File: config.mk
export PLATFORM = sky130hd
export DESIGN_NAME = vga_scan_driver
export DESIGN_NICKNAME = d
export VERILOG_FILES = /design/src/rtl/vga_pkg.sv /design/src/rtl/vga_delay_line.sv /design/src/rtl/vga_scan_driver.sv
export SDC_FILE = /design/constraint.sdc
export NUM_CORES = 1
export LEC_CHECK = 0
export ABC_AREA = 1
export CORE_ASPECT_RATIO = 1.2
export CORE_UTILIZATION = 32
export DETAILED_ROUTE_END_ITERATION = 12
export GPL_TIMING_DRIVEN = 0
export SYNTH_ARGS = -nofsm -noshare
export SYNTH_HDL_FRONTEND = slang
export SYNTH_HIERARCHICAL = 1
export SYNTH_SLANG_ARGS = --single-unit
File: constraint.sdc
create_clock -name Clk -period 1.85 [get_ports Clk]
set_input_delay 0.2775 -clock Clk [delete_from_list [all_inputs] [get_ports Clk]]
set_output_delay 0.2775 -clock Clk [all_outputs]
set_load 0.05 [all_outputs]
File: src/rtl/vga_pkg.sv
// vga_pkg: shared timing defaults, pixel/coordinate types and the test-pattern
// bar decoder for the VGA scan driver.
//   H_*_DEF / V_*_DEF : default 640x480@60 timing (pixels / lines)
//   H_TOTAL / V_TOTAL : derived totals for the default timing
//   coord_t           : 10-bit raster coordinate
//   rgb_t             : 8-bit-per-channel colour
//   bar_index()       : column -> vertical bar number (0..7)
package vga_pkg;

    localparam int unsigned H_VISIBLE_DEF = 640;
    localparam int unsigned H_FRONT_DEF   = 16;
    localparam int unsigned H_SYNC_DEF    = 96;
    localparam int unsigned H_BACK_DEF    = 48;
    localparam int unsigned V_VISIBLE_DEF = 480;
    localparam int unsigned V_FRONT_DEF   = 10;
    localparam int unsigned V_SYNC_DEF    = 2;
    localparam int unsigned V_BACK_DEF    = 33;

    localparam int unsigned H_TOTAL = H_VISIBLE_DEF + H_FRONT_DEF + H_SYNC_DEF + H_BACK_DEF;
    localparam int unsigned V_TOTAL = V_VISIBLE_DEF + V_FRONT_DEF + V_SYNC_DEF + V_BACK_DEF;

    typedef logic [9:0] coord_t;

    typedef struct packed {
        logic [7:0] r;
        logic [7:0] g;
        logic [7:0] b;
    } rgb_t;

    // Comparison ladder instead of a divider; columns past the last bar
    // saturate at 7 (they are always blanked anyway).
    function automatic logic [2:0] bar_index(input coord_t col, input int unsigned bar_w);
        logic [2:0] idx;
        idx = '0;
        for (int unsigned i = 1; i < 8; i++) begin
            if (col >= coord_t'(i * bar_w)) idx = 3'(i);
        end
        return idx;
    endfunction

endpackage

File: src/rtl/vga_delay_line.sv
// vga_delay_line: DEPTH-stage shift register advanced only when ce is high.
// DEPTH = 0 degenerates to a direct wire.
//   clk_i   : clock
//   rst_ni  : asynchronous active-low reset, loads RESET_VAL into every stage
//   ce      : shift enable
//   d_i     : data in
//   q_o     : data delayed by DEPTH enabled cycles
module vga_delay_line #(
    parameter int unsigned      WIDTH     = 1,
    parameter int unsigned      DEPTH     = 1,
    parameter logic [WIDTH-1:0] RESET_VAL = '0
) (
    input  logic             clk_i,
    input  logic             rst_ni,
    input  logic             ce,
    input  logic [WIDTH-1:0] d_i,
    output logic [WIDTH-1:0] q_o
);

    generate
        if (DEPTH == 0) begin : g_bypass
            logic unused_ctrl;
            assign unused_ctrl = clk_i ^ rst_ni ^ ce;
            assign q_o = d_i;
        end else begin : g_pipe
            logic [WIDTH-1:0] stage_q [DEPTH];

            always_ff @(posedge clk_i or negedge rst_ni) begin
                if (!rst_ni) begin
                    for (int unsigned i = 0; i < DEPTH; i++) stage_q[i] <= RESET_VAL;
                end else if (ce) begin
                    stage_q[0] <= d_i;
                    for (int unsigned i = 1; i < DEPTH; i++) stage_q[i] <= stage_q[i-1];
                end
            end

            assign q_o = stage_q[DEPTH-1];
        end
    endgenerate

endmodule

File: src/rtl/vga_scan_driver.sv
// vga_scan_driver: raster timing generator and registered VGA DAC driver.
// Presents DrawX/DrawY to the colour mapper, accepts Red/Green/Blue_in
// PIPE_LAT pix_ce ticks later, and registers colour, sync and blank together.
//   Clk, Reset_n         : 50 MHz clock, async active-low reset
//   pix_ce               : one-Clk pixel enable (25 MHz rate)
//   pattern_sel          : selects colour-bar test pattern (VGA_TEST_PATTERN_EN only)
//   Red/Green/Blue_in    : colour for the pixel presented PIPE_LAT ticks earlier
//   DrawX, DrawY         : current raster position
//   VGA_R/G/B            : registered colour, zero while blanked
//   VGA_HS, VGA_VS       : active-low syncs
//   VGA_BLANK_N          : low while blanked
//   VGA_SYNC_N           : tied low
//   frame_start          : one-Clk pulse when the raster wraps to (0,0)
// Optional build macro: VGA_TEST_PATTERN_EN adds the 8-bar test pattern.
module vga_scan_driver
    import vga_pkg::*;
#(
    parameter int unsigned H_VISIBLE = H_VISIBLE_DEF,
    parameter int unsigned H_FRONT   = H_FRONT_DEF,
    parameter int unsigned H_SYNC    = H_SYNC_DEF,
    parameter int unsigned H_BACK    = H_BACK_DEF,
    parameter int unsigned V_VISIBLE = V_VISIBLE_DEF,
    parameter int unsigned V_FRONT   = V_FRONT_DEF,
    parameter int unsigned V_SYNC    = V_SYNC_DEF,
    parameter int unsigned V_BACK    = V_BACK_DEF,
    parameter int unsigned PIPE_LAT  = 1
) (
    input  logic       Clk,
    input  logic       Reset_n,
    input  logic       pix_ce,
    input  logic       pattern_sel,
    input  logic [7:0] Red_in,
    input  logic [7:0] Green_in,
    input  logic [7:0] Blue_in,
    output logic [9:0] DrawX,
    output logic [9:0] DrawY,
    output logic [7:0] VGA_R,
    output logic [7:0] VGA_G,
    output logic [7:0] VGA_B,
    output logic       VGA_HS,
    output logic       VGA_VS,
    output logic       VGA_BLANK_N,
    output logic       VGA_SYNC_N,
    output logic       frame_start
);

    localparam int unsigned H_LEN = H_VISIBLE + H_FRONT + H_SYNC + H_BACK;
    localparam int unsigned V_LEN = V_VISIBLE + V_FRONT + V_SYNC + V_BACK;

    localparam coord_t H_LAST   = coord_t'(H_LEN - 1);
    localparam coord_t V_LAST   = coord_t'(V_LEN - 1);
    localparam coord_t HS_FIRST = coord_t'(H_VISIBLE + H_FRONT);
    localparam coord_t HS_LAST  = coord_t'(H_VISIBLE + H_FRONT + H_SYNC - 1);
    localparam coord_t VS_FIRST = coord_t'(V_VISIBLE + V_FRONT);
    localparam coord_t VS_LAST  = coord_t'(V_VISIBLE + V_FRONT + V_SYNC - 1);

    // ---------------- raster counters ----------------
    coord_t hc_q, hc_d, vc_q, vc_d;
    logic   h_wrap, v_wrap;
    logic   frame_start_q, frame_start_d;

    always_comb begin
        h_wrap        = (hc_q == H_LAST);
        v_wrap        = (vc_q == V_LAST);
        hc_d          = h_wrap ? '0 : hc_q + 10'd1;
        vc_d          = vc_q;
        if (h_wrap) vc_d = v_wrap ? '0 : vc_q + 10'd1;
        frame_start_d = pix_ce & h_wrap & v_wrap;
    end

    always_ff @(posedge Clk or negedge Reset_n) begin
        if (!Reset_n) begin
            hc_q <= '0;
            vc_q <= '0;
        end else if (pix_ce) begin
            hc_q <= hc_d;
            vc_q <= vc_d;
        end
    end

    // Pulse register runs every Clk so the pulse is exactly one Clk wide.
    always_ff @(posedge Clk or negedge Reset_n) begin
        if (!Reset_n) frame_start_q <= 1'b0;
        else          frame_start_q <= frame_start_d;
    end

    // ---------------- per-position terms ----------------
    logic hs_n, vs_n, act;

    always_comb begin
        hs_n = !((hc_q >= HS_FIRST) && (hc_q <= HS_LAST));
        vs_n = !((vc_q >= VS_FIRST) && (vc_q <= VS_LAST));
        act  = (hc_q < coord_t'(H_VISIBLE)) && (vc_q < coord_t'(V_VISIBLE));
    end

    // ---------------- alignment delay line ----------------
`ifdef VGA_TEST_PATTERN_EN
    localparam int unsigned DL_W = 13;
    logic [DL_W-1:0] dl_in, dl_out;
    coord_t          col_dly;
    logic [2:0]      bar;
    assign dl_in   = {hc_q, hs_n, vs_n, act};
    assign col_dly = dl_out[12:3];
    assign bar     = bar_index(col_dly, H_VISIBLE / 8);
`else
    localparam int unsigned DL_W = 3;
    logic [DL_W-1:0] dl_in, dl_out;
    logic            unused_pattern_sel;
    assign dl_in              = {hs_n, vs_n, act};
    assign unused_pattern_sel = pattern_sel;
`endif

    localparam logic [DL_W-1:0] DL_RST = DL_W'(3'b110);

    vga_delay_line #(
        .WIDTH     (DL_W),
        .DEPTH     (PIPE_LAT),
        .RESET_VAL (DL_RST)
    ) u_align (
        .clk_i  (Clk),
        .rst_ni (Reset_n),
        .ce     (pix_ce),
        .d_i    (dl_in),
        .q_o    (dl_out)
    );

    logic hs_dly, vs_dly, act_dly;
    assign {hs_dly, vs_dly, act_dly} = dl_out[2:0];

    // ---------------- colour source ----------------
    rgb_t src_rgb;

    always_comb begin
        src_rgb = '{r: Red_in, g: Green_in, b: Blue_in};
`ifdef VGA_TEST_PATTERN_EN
        if (pattern_sel) begin
            src_rgb = '{r: {8{bar[2]}}, g: {8{bar[1]}}, b: {8{bar[0]}}};
        end
`endif
    end

    // ---------------- output register ----------------
    rgb_t rgb_q;
    logic hs_q, vs_q, blank_n_q;

    always_ff @(posedge Clk or negedge Reset_n) begin
        if (!Reset_n) begin
            rgb_q     <= '0;
            hs_q      <= 1'b1;
            vs_q      <= 1'b1;
            blank_n_q <= 1'b0;
        end else if (pix_ce) begin
            rgb_q     <= act_dly ? src_rgb : '0;
            hs_q      <= hs_dly;
            vs_q      <= vs_dly;
            blank_n_q <= act_dly;
        end
    end

    assign DrawX       = hc_q;
    assign DrawY       = vc_q;
    assign VGA_R       = rgb_q.r;
    assign VGA_G       = rgb_q.g;
    assign VGA_B       = rgb_q.b;
    assign VGA_HS      = hs_q;
    assign VGA_VS      = vs_q;
    assign VGA_BLANK_N = blank_n_q;
    assign VGA_SYNC_N  = 1'b0;
    assign frame_start = frame_start_q;

endmodule

# Word level (Yosys, flattened, before mapping)
# Cells that the tools add are included.
# word_totals
register_bits	51
input_bits	28
out_inout_bits	49
elab_cells	31
# classes
n_addsub	2
order_cmp	6
n_eq_ne	2
muxes	3
n_bitwise	2
reduce_logical	6
# op_table
operator	n
$mux 24	1
$add 10x1->10 const B	2
$eq 10x10->1 const B	2
$mux 10	2
$ge 10x10->1 const B	1
$ge 10x9->1 const B	1
$le 10x10->1 const B	1
$le 10x9->1 const B	1
$lt 10x10->1 const B	1
$lt 10x9->1 const B	1
$logic_and 1x1->1	3
$and 1x1->1	2
$logic_not 1->1	2
$reduce_and 2->1	1

# Depth between registers and ports, before layout
# Gate-level depths: netlist of run 1.
# logic_depth
ltp_word	3
mapped_depth	7
ltp_nobuf	7

# Cells and area by module
# Netlist of run 1, hierarchy kept.
# modules_own_cells
module	instances	cells_per_inst	area_each_um2	seq_area_each_um2
vga_scan_driver	1	284	2356.0	1203.7
vga_delay_line	1	13	115.1	77.6

# Least setup slack after synthesis of run 1
# OpenSTA, ideal clock, no wires.
# synth_path
kind	flip-flop to flip-flop
start	reg hc_q[0], in the netlist DrawX[0]
end	reg vc_q[7], in the netlist DrawY[7]
setup_time_ns	0.120
arrival_time_ns	1.601
t_required_ns	1.730
setup_slack_ns	0.129
stages_incl_launch_ff	8
n_path_buf	1
synth_period_minus_slack_ns	1.721
path_cell_list	dfrtp_1 > ha_1 > nand2_1 > nor2_2 > nand4_4 > buf_6 > nand2_1 > o21ai_2
# synth_via
elab_chain_len	2
# synth_rtl
item	line_no	text
start, declared	vga_scan_driver.sv:58	coord_t hc_q, hc_d, vc_q, vc_d;
start signal, assigned	vga_scan_driver.sv:73	hc_q <= '0;
start signal, assigned	vga_scan_driver.sv:76	hc_q <= hc_d;
$eq 10x10->1	vga_scan_driver.sv:63	h_wrap = (hc_q == H_LAST);
$reduce_and 2->1 (no source line)	--	
end signal, assigned	vga_scan_driver.sv:77	vc_q <= vc_d;
end, declared	vga_scan_driver.sv:58	
# No other way between the ends.
# A chain may end at the register's enable or synchronous reset.

# Final worst setup path of run 1
# layout_path
start	reg vc_q[0], in the netlist DrawY[0]
end	out DrawY[0]
# layout_rtl
item	line_no	text
end, declared	vga_scan_driver.sv:36	output logic [9:0] DrawY,
# No word-level cell between the ends.

==> results of run 1 <==
[per-stage QoR]
| step | instances | total power [uW] | util | setup TNS [ns] |
|---|---|---|---|---|
| 3_3_place_gp | 461 | 2450 | 0.452 | -55.05 |
| 4_1_cts | 471 | 3100 | 0.464 | 0 |
| 2_1_floorplan | 297 | 2060 | - | 0 |
| 3_5_place_dp | 462 | 2460 | 0.454 | 0 |
| 6_report | 471 | 3050 | 0.466 | 0 |
| 5_1_grt | 471 | 3230 | 0.466 | 0 |
[flip-flops by register name, summed over array words and instances, names as in the netlist, 3 cells and up]
| register | flops |
|---|---|
| DrawX | 10 |
| DrawY | 10 |
| VGA_B | 8 |
| VGA_G | 8 |
| VGA_R | 8 |
| u_align/q_o | 3 |
[what timing repair did]
item / 4_1_cts / 5_1_grt
endpoints found under the hold margin: 15 / 0
endpoints found under the setup margin: 17 / 4
hold buffers: 1 / 0
gates resized for setup: 17 / 4
[routing by layer]
layer	vias up	track usage
met5	-	0
met1	1012	0.195
met2	66	0.249
met4	0	0.0324
met3	4	0.0374
li1	1103	-
[cell type report]
| type | instances | share of cell area |
|---|---|---|
| Multi-Input combinational cell | 208 | 0.299 |
| Buffer | 12 | 0.0201 |
| Inverter | 26 | 0.0285 |
| Tap cell | 90 | 0.0329 |
| Timing Repair Buffer | 76 | 0.220 |
| Clock inverter | 3 | 0.00584 |
| Sequential cell | 51 | 0.374 |
| Clock buffer | 5 | 0.0201 |
[synthesized netlist by cell type (2+ instances only)]
master,instances
ha_1,5
nor2_4,2
nand3_1,40
nand4_1,4
dfstp_2,4
nor2_1,21
dfrtp_1,47
buf_4,4
clkbuf_1,6
inv_2,2
nand2_1,101
o21ai_0,6
xor2_1,7
o21ai_1,4
nor2_2,2
inv_1,24
nor3_1,5
[kinds of logic after synthesis]
kind of cell / Yosys count
AOI/OAI and AO/OA: 12
xor gates and xnor gates: 8
adders and majority gates: 5
buffers and inverters: 38
DFF: 51
other: 1
and+or+nand+nor: 182
[power by group through the flow]
stage | logic [uW] | clock network (uW) | registers, uW
global placement | 1060 | 0 | 1380
global route | 1120 | 734 | 1380
floorplan | 269 | 0 | 1790
finish | 1040 | 654 | 1360
detailed placement | 1080 | 0 | 1380
CTS | 1050 | 689 | 1360
[worst min path at each step]
| stage | cells past startpoint | end | startpoint |
|---|---|---|---|
| CTS | 2 | VGA_R[4] | Reset_n |
| global placement | 2 | VGA_VS | VGA_VS |
| global route | 2 | VGA_R[4] | Reset_n |
| finish | 2 | VGA_R[4] | Reset_n |
| detailed placement | 1 | VGA_R[4] | Reset_n |
| floorplan | 0 | DrawX[0] | Reset_n |
==> impl_metrics.env, run 1 <==
export IMPL_outcome="completed"
export IMPL_syn_nets=330
export IMPL_die_w_um=82.2
export IMPL_cts_setup_buffers=0
export IMPL_portBuffers=74
export IMPL_p_seq_frac=0.445
export IMPL_fin_worst_skew_ns=0.0114
export IMPL_route_layer_met1_wl_um=2760
export IMPL_start_util=0.336
export IMPL_critPathCaptureType="output port"
export IMPL_worst_pin_slew_ns=0.514
export IMPL_fin_area_um2=3430
export IMPL_seq_area_frac_synth=0.518
export IMPL_synthFlopType="dfrtp_1"
export IMPL_grt_usage=0.150
export IMPL_cp_data_required_time_ns=1.57
export IMPL_hpwlAfterDp_um=4160
export IMPL_vias=2185
export IMPL_hold_viol_final=0
export IMPL_timing_rr_start="DrawX[0]"
export IMPL_slew_violations=0
export IMPL_crit_family="buffers and inverters"
export IMPL_multi_input_area_um2=1020
export IMPL_ys_warn_count=6
export IMPL_leakage_uw=0.00171
export IMPL_grt_max_degree=37
export IMPL_dr_wl_met2_um=2660
export IMPL_r2r_end="DrawY[7]"
export IMPL_ant_nets=0
export IMPL_synth_cells=297
export IMPL_critPathBufInv=1
export IMPL_yosysTopAreaCell="dfrtp_1"
export IMPL_gp_congestion=0.818
export IMPL_postPlaceCellArea_um2=3340
export IMPL_rsz0062_at_grt="false"
export IMPL_p_per_area_nw_per_um2=890
export IMPL_htree_levels=2
export IMPL_critPathKind="reg -> out"
export IMPL_synth_compound_area_share=0.0268
export IMPL_synthDistinctLibCells=30
export IMPL_rrSetupSlack_ns=0.31
export IMPL_drc=0
export IMPL_period_share=0.962
export IMPL_reg2regPathDepth=7
export IMPL_synth_edff_count=0
export IMPL_path_max_fanout=3
export IMPL_dr_wl_met3_um=375
export IMPL_dr_first_iter_drc_count=70
export IMPL_highest_layer="met4"
export IMPL_antenna_cells=0
export IMPL_grt_pass1_vias=1992
export IMPL_crit_end="DrawY[0]"
export IMPL_avgSynthCellArea_um2=8.32
export IMPL_grt_overflow_total=0
export IMPL_antenna_found_initial=0
export IMPL_drive_above_1_share=0.0866
export IMPL_cp_startpoint="DrawY[0]"
export IMPL_yosys_top_cells_area="dfrtp_1 (48%), nand2_1 (15%), nand3_1 (8.1%)"
export IMPL_cts_sinks=51
export IMPL_path_depth=1
export IMPL_combPwrFrac=0.340
export IMPL_setup_ws_ns=0.0711
export IMPL_fillers=744
export IMPL_final_common_cell="nand2_1"
export IMPL_synth_top_family_by_area="simple AND/OR/NAND/NOR gates"
export IMPL_clock_root_buffer="clkbuf_8"
export IMPL_start_kind="flip-flop"
export IMPL_rows=34
export IMPL_vdd_ir_drop_max_uv=578
export IMPL_clk_latency_ns=0.31
export IMPL_syn2layout_area_growth_pct=38.7
export IMPL_synth_area_mux_share=0
export IMPL_layout_common_cells="nand2_1 (101), clkdlybuf4s50_1 (52), dfrtp_1 (47), nand3_1 (40), inv_1 (24)"
export IMPL_p_sw_uw=1220
export IMPL_die_h_um=98.3
export IMPL_place_ws_ns=0.0257
export IMPL_hold_path_class="in -> async"
export IMPL_totalWireLength_um=5830
export IMPL_viasPerCell=4.64
export IMPL_setup_viol=0
export IMPL_fin_hold_ws_ns=0.426
export IMPL_synthAdderAreaFrac=0.0253
export IMPL_drt_first_pass_iters=4
export IMPL_grt_pass1_wl_um=9400
export IMPL_clk_pin_slew_ns=0.10
export IMPL_netlist_area_um2=2470
export IMPL_fin_nets=413
export IMPL_seqCellArea_um2=1280
export IMPL_cts_path_max_buffers=2
export IMPL_p_int_uw=1830
export IMPL_io_pin_count=77
export IMPL_dieArea_um2=8080
export IMPL_min_period_ns=1.78
export IMPL_synth_xor_area_frac=0.0284
export IMPL_coreArea_um2=7360
export IMPL_clkPwrFrac=0.215
export IMPL_cp_arrival_ns=1.50
export IMPL_wl_per_cell_um=12.4
export IMPL_ys_seq_elements=51
export IMPL_max_freq_mhz=562
export IMPL_yosysTopAreaCellShare=0.476
export IMPL_slowest_delay_ns=0.81
export IMPL_numCtsBuffers=5
export IMPL_crit_path_cell_trace="clkdlybuf4s50_1"
export IMPL_slew_headroom=0.656
export IMPL_slowest_stage="clkdlybuf4s50_1"
export IMPL_cts_tree="built"
export IMPL_cap_violations=0
export IMPL_swShare=0.399
export IMPL_synth_simple_area_share=0.332
export IMPL_ys_async_sr_fraction=1.00
No activity file was read; power rests on OpenSTA's default activity.
==> run 2, diff against run 1 <==
--- a/config.mk
+++ b/config.mk
@@ -10,7 +10,7 @@
 export CORE_UTILIZATION = 32
 export DETAILED_ROUTE_END_ITERATION = 12
 export GPL_TIMING_DRIVEN = 0
+export SKIP_LAST_GASP = 1
 export SYNTH_ARGS = -nofsm -noshare
 export SYNTH_HDL_FRONTEND = slang
-export SYNTH_HIERARCHICAL = 1
 export SYNTH_SLANG_ARGS = --single-unit
==> impl_metrics.env, run 2 <==
export IMPL_coreArea_um2=7620
export IMPL_io_pin_count=77
export IMPL_numCtsBuffers=5
export IMPL_ys_warn_count=0
export IMPL_clock_root_buffer="clkbuf_8"
export IMPL_ys_seq_elements=51
export IMPL_fillers=802
export IMPL_yosysTopAreaCell="dfrtp_1"
export IMPL_fin_hold_ws_ns=0.466
export IMPL_fin_area_um2=3470
export IMPL_cts_tree="built"
export IMPL_critPathKind="reg -> out"
export IMPL_avgSynthCellArea_um2=8.22
export IMPL_layoutNonFillerInstCount=481
export IMPL_htree_levels=2
export IMPL_drt_first_pass_iters=4
export IMPL_hold_viol_final=0
export IMPL_grt_max_degree=31
export IMPL_hold_path_class="reg -> reg"
export IMPL_layout_common_cells="nand2_1 (98), clkdlybuf4s50_1 (54), dfrtp_1 (47), nand3_1 (42)"
export IMPL_clk_latency_ns=0.30
export IMPL_yosysMostFrequentCell="nand2_1"
export IMPL_p_per_area_nw_per_um2=1010
export IMPL_antenna_cells=0
export IMPL_die_h_um=98.9
export IMPL_slew_violations=0
export IMPL_portBuffers=74
export IMPL_min_period_ns=1.76
export IMPL_grt_pass1_vias=2180
export IMPL_yosysTopAreaCellShare=0.469
export IMPL_setup_viol=0
export IMPL_start_util=0.329
export IMPL_outcome="completed"
export IMPL_die_w_um=82.8
export IMPL_vdd_ir_drop_max_uv=598
export IMPL_rows=35
export IMPL_worst_pin_slew_ns=0.525
export IMPL_synthTopCellsByCount="nand2_1 (98), dfrtp_1 (47), nand3_1 (42)"
export IMPL_max_freq_mhz=569
export IMPL_ant_nets=0
export IMPL_drive_above_1_share=0.0951
export IMPL_hpwlAfterDp_um=4480
export IMPL_fin_util=0.455
export IMPL_gp_congestion=0.839
export IMPL_fin_nets=421
export IMPL_drc=0
export IMPL_period_share=0.950
export IMPL_path_max_fanout=2
export IMPL_ys_async_sr_fraction=1.00
export IMPL_synthDistinctLibCells=32
export IMPL_viasPerCell=4.76
export IMPL_dieArea_um2=8190
export IMPL_crit_path_cell_trace="clkdlybuf4s50_1"
export IMPL_cts_path_max_buffers=2
export IMPL_slowest_delay_ns=0.82
export IMPL_seq_area_frac_synth=0.511
export IMPL_cp_arrival_ns=1.48
export IMPL_cts_sinks=51
export IMPL_netlist_area_um2=2510
export IMPL_cts_setup_buffers=0
export IMPL_critPathCaptureType="output port"
export IMPL_leakage_uw=0.00172
export IMPL_wl_per_cell_um=12.7
export IMPL_dr_first_iter_drc_count=49
export IMPL_slew_headroom=0.650
export IMPL_yosys_top_cells_area="dfrtp_1 (47%), nand2_1 (15%), nand3_1 (8.4%)"
export IMPL_clk_pin_slew_ns=0.09
export IMPL_synthFlopType="dfrtp_1"
export IMPL_grt_pass1_wl_um=10300
export IMPL_cp_data_required_time_ns=1.57
export IMPL_syn_nets=338
export IMPL_critPathBufInv=1
export IMPL_post_place_cells=472
export IMPL_syn2layout_area_growth_pct=38.3
export IMPL_slowest_stage="clkdlybuf4s50_1"
export IMPL_postPlaceCellArea_um2=3380
export IMPL_start_kind="flip-flop"
export IMPL_crit_family="buffers and inverters"
export IMPL_fin_worst_skew_ns=0.00976
export IMPL_grt_overflow_total=0
export IMPL_antenna_found_initial=0
export IMPL_grt_usage=0.163
export IMPL_synth_edff_count=0
export IMPL_final_common_cell="nand2_1"
export IMPL_totalWireLength_um=6100
export IMPL_rsz0062_at_grt="false"
export IMPL_synth_cells=305
export IMPL_vias=2289
export IMPL_cap_violations=0
run 2: cell type report:
cell class                 instances  area, um2  share of cell area
tap                               92        115              0.0332
clock buffer                       8       80.1              0.0231
buffer                            15       81.3              0.0235
sequential                        51       1280               0.370
multi-input combinational        214       1050               0.303
inverter                          25       93.8              0.0271
timing repair buffer              76        764               0.221
run 2: final timing paths:
check	start	cells past startpoint	end	slack, ns
min	u_align.q_o[2]	2	VGA_HS	0.47
max	DrawX[4]	1	DrawX[4]	0.09
min reg2reg	u_align.q_o[2]	2	VGA_HS	0.47
max reg2reg	DrawX[0]	7	DrawX[3]	0.37
max in group asynchronous	Reset_n	3	u_align.q_o[1]	0.75
min in group asynchronous	Reset_n	2	DrawY[4]	0.48
run 2: metrics by stage:
step                total power (uW)  setup slack [ns]  setup TNS (ns)
floorplan                       2430             0.189               0
global placement                2940             -1.13          -55.30
detailed placement              2960             0.216               0
CTS                             3560           0.00645               0
global route                    3750            0.0376               0
finish                          3510            0.0922               0
run 2: per-layer routing:
layer,wire [um],share of wire,up-vias,track usage
li1,-,-,1145,-
met1,2780,0.46,1078,0.217
met2,2930,0.48,59,0.264
met3,330,0.054,7,0.0361
met4,69,0.011,0,0.0398
met5,0,0,-,0
run 2: what timing repair did:
action | in CTS | in global routing
gates resized for setup | 13 | 6
hold buffers | 1 | 0
endpoints found under the setup margin | 13 | 6
pin swaps | 0 | 0
endpoints found under the hold margin | 21 | 0
run 2: power by group:
part           switching (uW)  internal (uW)  leakage (uW)  total (uW)
Combinational            1000            458       0.00106        1460
Sequential                158           1270      0.000621        1430
Clock                     346            270     0.0000395         615
Total                    1510           2000       0.00172        3510
run 2: kinds of logic (layout without fill, tap and decap cells):
family | Yosys count | count (layout) | synth area share
DFF | 51 | 51 | 0.511
buffers and inverters | 40 | 124 | 0.0699
other | 1 | 1 | 0.00150
xor gates and xnor gates | 6 | 6 | 0.0210
AOI/OAI and AO/OA | 21 | 21 | 0.0444
and+or+nand+nor | 181 | 181 | 0.327
adders and majority gates | 5 | 5 | 0.0250
==> run 3, diff against run 2 <==
--- a/config.mk
+++ b/config.mk
@@ -7,8 +7,10 @@
 export LEC_CHECK = 0
 export ABC_AREA = 1
 export CORE_ASPECT_RATIO = 1.2
-export CORE_UTILIZATION = 32
+export CORE_MARGIN = 2
+export CORE_UTILIZATION = 35
 export DETAILED_ROUTE_END_ITERATION = 12
+export GPL_ROUTABILITY_DRIVEN = 0
 export GPL_TIMING_DRIVEN = 0
 export SKIP_LAST_GASP = 1
 export SYNTH_ARGS = -nofsm -noshare
==> impl_metrics.env, run 3 (synthesis gave the netlist of run 2 again) <==
export IMPL_outcome="completed"
export IMPL_drive_above_1_share=0.101
export IMPL_rrSetupSlack_ns=0.33
export IMPL_fin_worst_skew_ns=0.0114
export IMPL_grt_usage=0.161
export IMPL_cts_sinks=51
export IMPL_portBuffers=74
export IMPL_cp_startpoint="DrawX[1]"
export IMPL_io_pin_count=77
export IMPL_cap_violations=0
export IMPL_crit_path_cell_trace="clkdlybuf4s50_1"
export IMPL_worst_pin_slew_ns=0.719
export IMPL_final_common_cell="nand2_1"
export IMPL_cts_hold_buffers_added=0
export IMPL_grt_pass1_vias=2188
export IMPL_die_w_um=81.2
export IMPL_path_depth=1
export IMPL_cts_path_max_buffers=2
export IMPL_fillers=663
export IMPL_hold_viol_final=0
export IMPL_clock_root_buffer="clkbuf_8"
export IMPL_dr_first_iter_drc_count=72
export IMPL_slowest_stage="clkdlybuf4s50_1"
export IMPL_crit_family="buffers and inverters"
export IMPL_cp_data_required_time_ns=1.57
export IMPL_setup_viol=0
export IMPL_slew_headroom=0.520
export IMPL_hold_path_class="in -> async"
export IMPL_vias=2292
export IMPL_dieArea_um2=7860
export IMPL_drc=0
export IMPL_critPathKind="reg -> out"
export IMPL_layout_common_cells="nand2_1 (98), clkdlybuf4s50_1 (57), dfrtp_1 (47), nand3_1 (42)"
export IMPL_numCtsBuffers=5
export IMPL_grt_pass1_wl_um=10300
export IMPL_hpwlAfterDp_um=4490
export IMPL_rows=33
export IMPL_path_max_fanout=4
export IMPL_cts_tree="built"
export IMPL_p_per_area_nw_per_um2=1060
export IMPL_htree_levels=2
export IMPL_min_period_ns=1.81
export IMPL_multi_input_area_um2=1050
export IMPL_r2r_end="DrawY[3]"
export IMPL_place_ws_ns=0.210
export IMPL_critPathCaptureType="output port"
export IMPL_grt_overflow_total=0
export IMPL_reg2regPathDepth=7
export IMPL_viasPerCell=4.83
export IMPL_cp_arrival_ns=1.53
export IMPL_max_freq_mhz=552
export IMPL_ant_nets=0
export IMPL_seqCellArea_um2=1280
export IMPL_fin_util=0.504
export IMPL_syn2layout_area_growth_pct=38.7
export IMPL_slew_violations=0
export IMPL_period_share=0.979
export IMPL_grt_max_degree=30
export IMPL_totalWireLength_um=6110
export IMPL_slowest_delay_ns=0.82
export IMPL_start_util=0.363
export IMPL_fin_nets=420
export IMPL_timing_rr_start="DrawY[0]"
export IMPL_coreArea_um2=6900
export IMPL_critPathBufInv=1
export IMPL_setup_ws_ns=0.0389
export IMPL_clk_latency_ns=0.30
export IMPL_clk_pin_slew_ns=0.09
export IMPL_drt_first_pass_iters=4
export IMPL_wl_per_cell_um=12.9
export IMPL_leakage_uw=0.00169
export IMPL_die_h_um=96.7
export IMPL_start_kind="flip-flop"
export IMPL_antenna_cells=0
export IMPL_antenna_found_initial=0
export IMPL_rsz0062_at_grt="false"
export IMPL_vdd_ir_drop_max_uv=591
-- run 3: cell types whose count changed in the layout (fill, tap and decap cells not counted), sizes merged --
| cell | before | now |
|---|---|---|
| clkbuf | 11 | 9 |
| dlymetal6s2s | 6 | 2 |
| clkinvlp | 0 | 1 |
| bufinv | 0 | 1 |
| dlygate4sd2 | 13 | 14 |
| clkdlybuf4s50 | 54 | 57 |
| dlygate4sd3 | 1 | 0 |
-- run 3: how the worst max path moves through the flow --
stage          slack [ns]       end
2_1_floorplan        0.19  DrawY[3]
3_3_place_gp        -1.11  DrawY[4]
4_1_cts              0.01  DrawX[2]
3_5_place_dp         0.21  DrawX[5]
6_report             0.04  DrawX[1]
5_1_grt           0.00007  DrawY[9]
-- run 3: layout make-up --
cell class | instances | share of cell area
plain buffers | 15 | 0.0234
clock buffers | 6 | 0.0209
clock inverters | 2 | 0.0108
inverters | 25 | 0.0270
multi-input cells | 214 | 0.302
flip-flops and latches | 51 | 0.369
well taps | 87 | 0.0313
repair buffers | 75 | 0.216
-- run 3: report_power, final --
group	internal (uW)	switching [uW]	leakage [uW]	total, uW
Combinational	458	1010	0.00102	1460
Clock	404	365	0.0000514	769
Sequential	1270	162	0.000621	1430
-- run 3: timing repair --
action,in CTS,in global routing
endpoints found under the setup margin,14,2
resized for setup,14,2
buffers inserted,0,0
-- run 3: per-layer routing --
layer	wire length, um	track usage	vias to the layer above	part of all wire
met5	0	0	-	0
met4	68	0.0339	0	0.011
met3	339	0.0345	8	0.055
met2	2810	0.262	70	0.46
met1	2900	0.220	1071	0.47
li1	-	-	1143	-
-- run 3: metrics by stage --
stage               hold WS (ns)  std cells  area, um2  total power, uW  setup TNS (ns)
floorplan                -0.0181        305       2510             2430               0
detailed placement         0.378        467       3380             2960               0
global route              0.0621        475       3480             3890               0
finish                    0.0237        475       3480             3670               0
CTS                       0.0411        475       3470             3720               0
global placement           0.456        466       3360             2940          -54.10
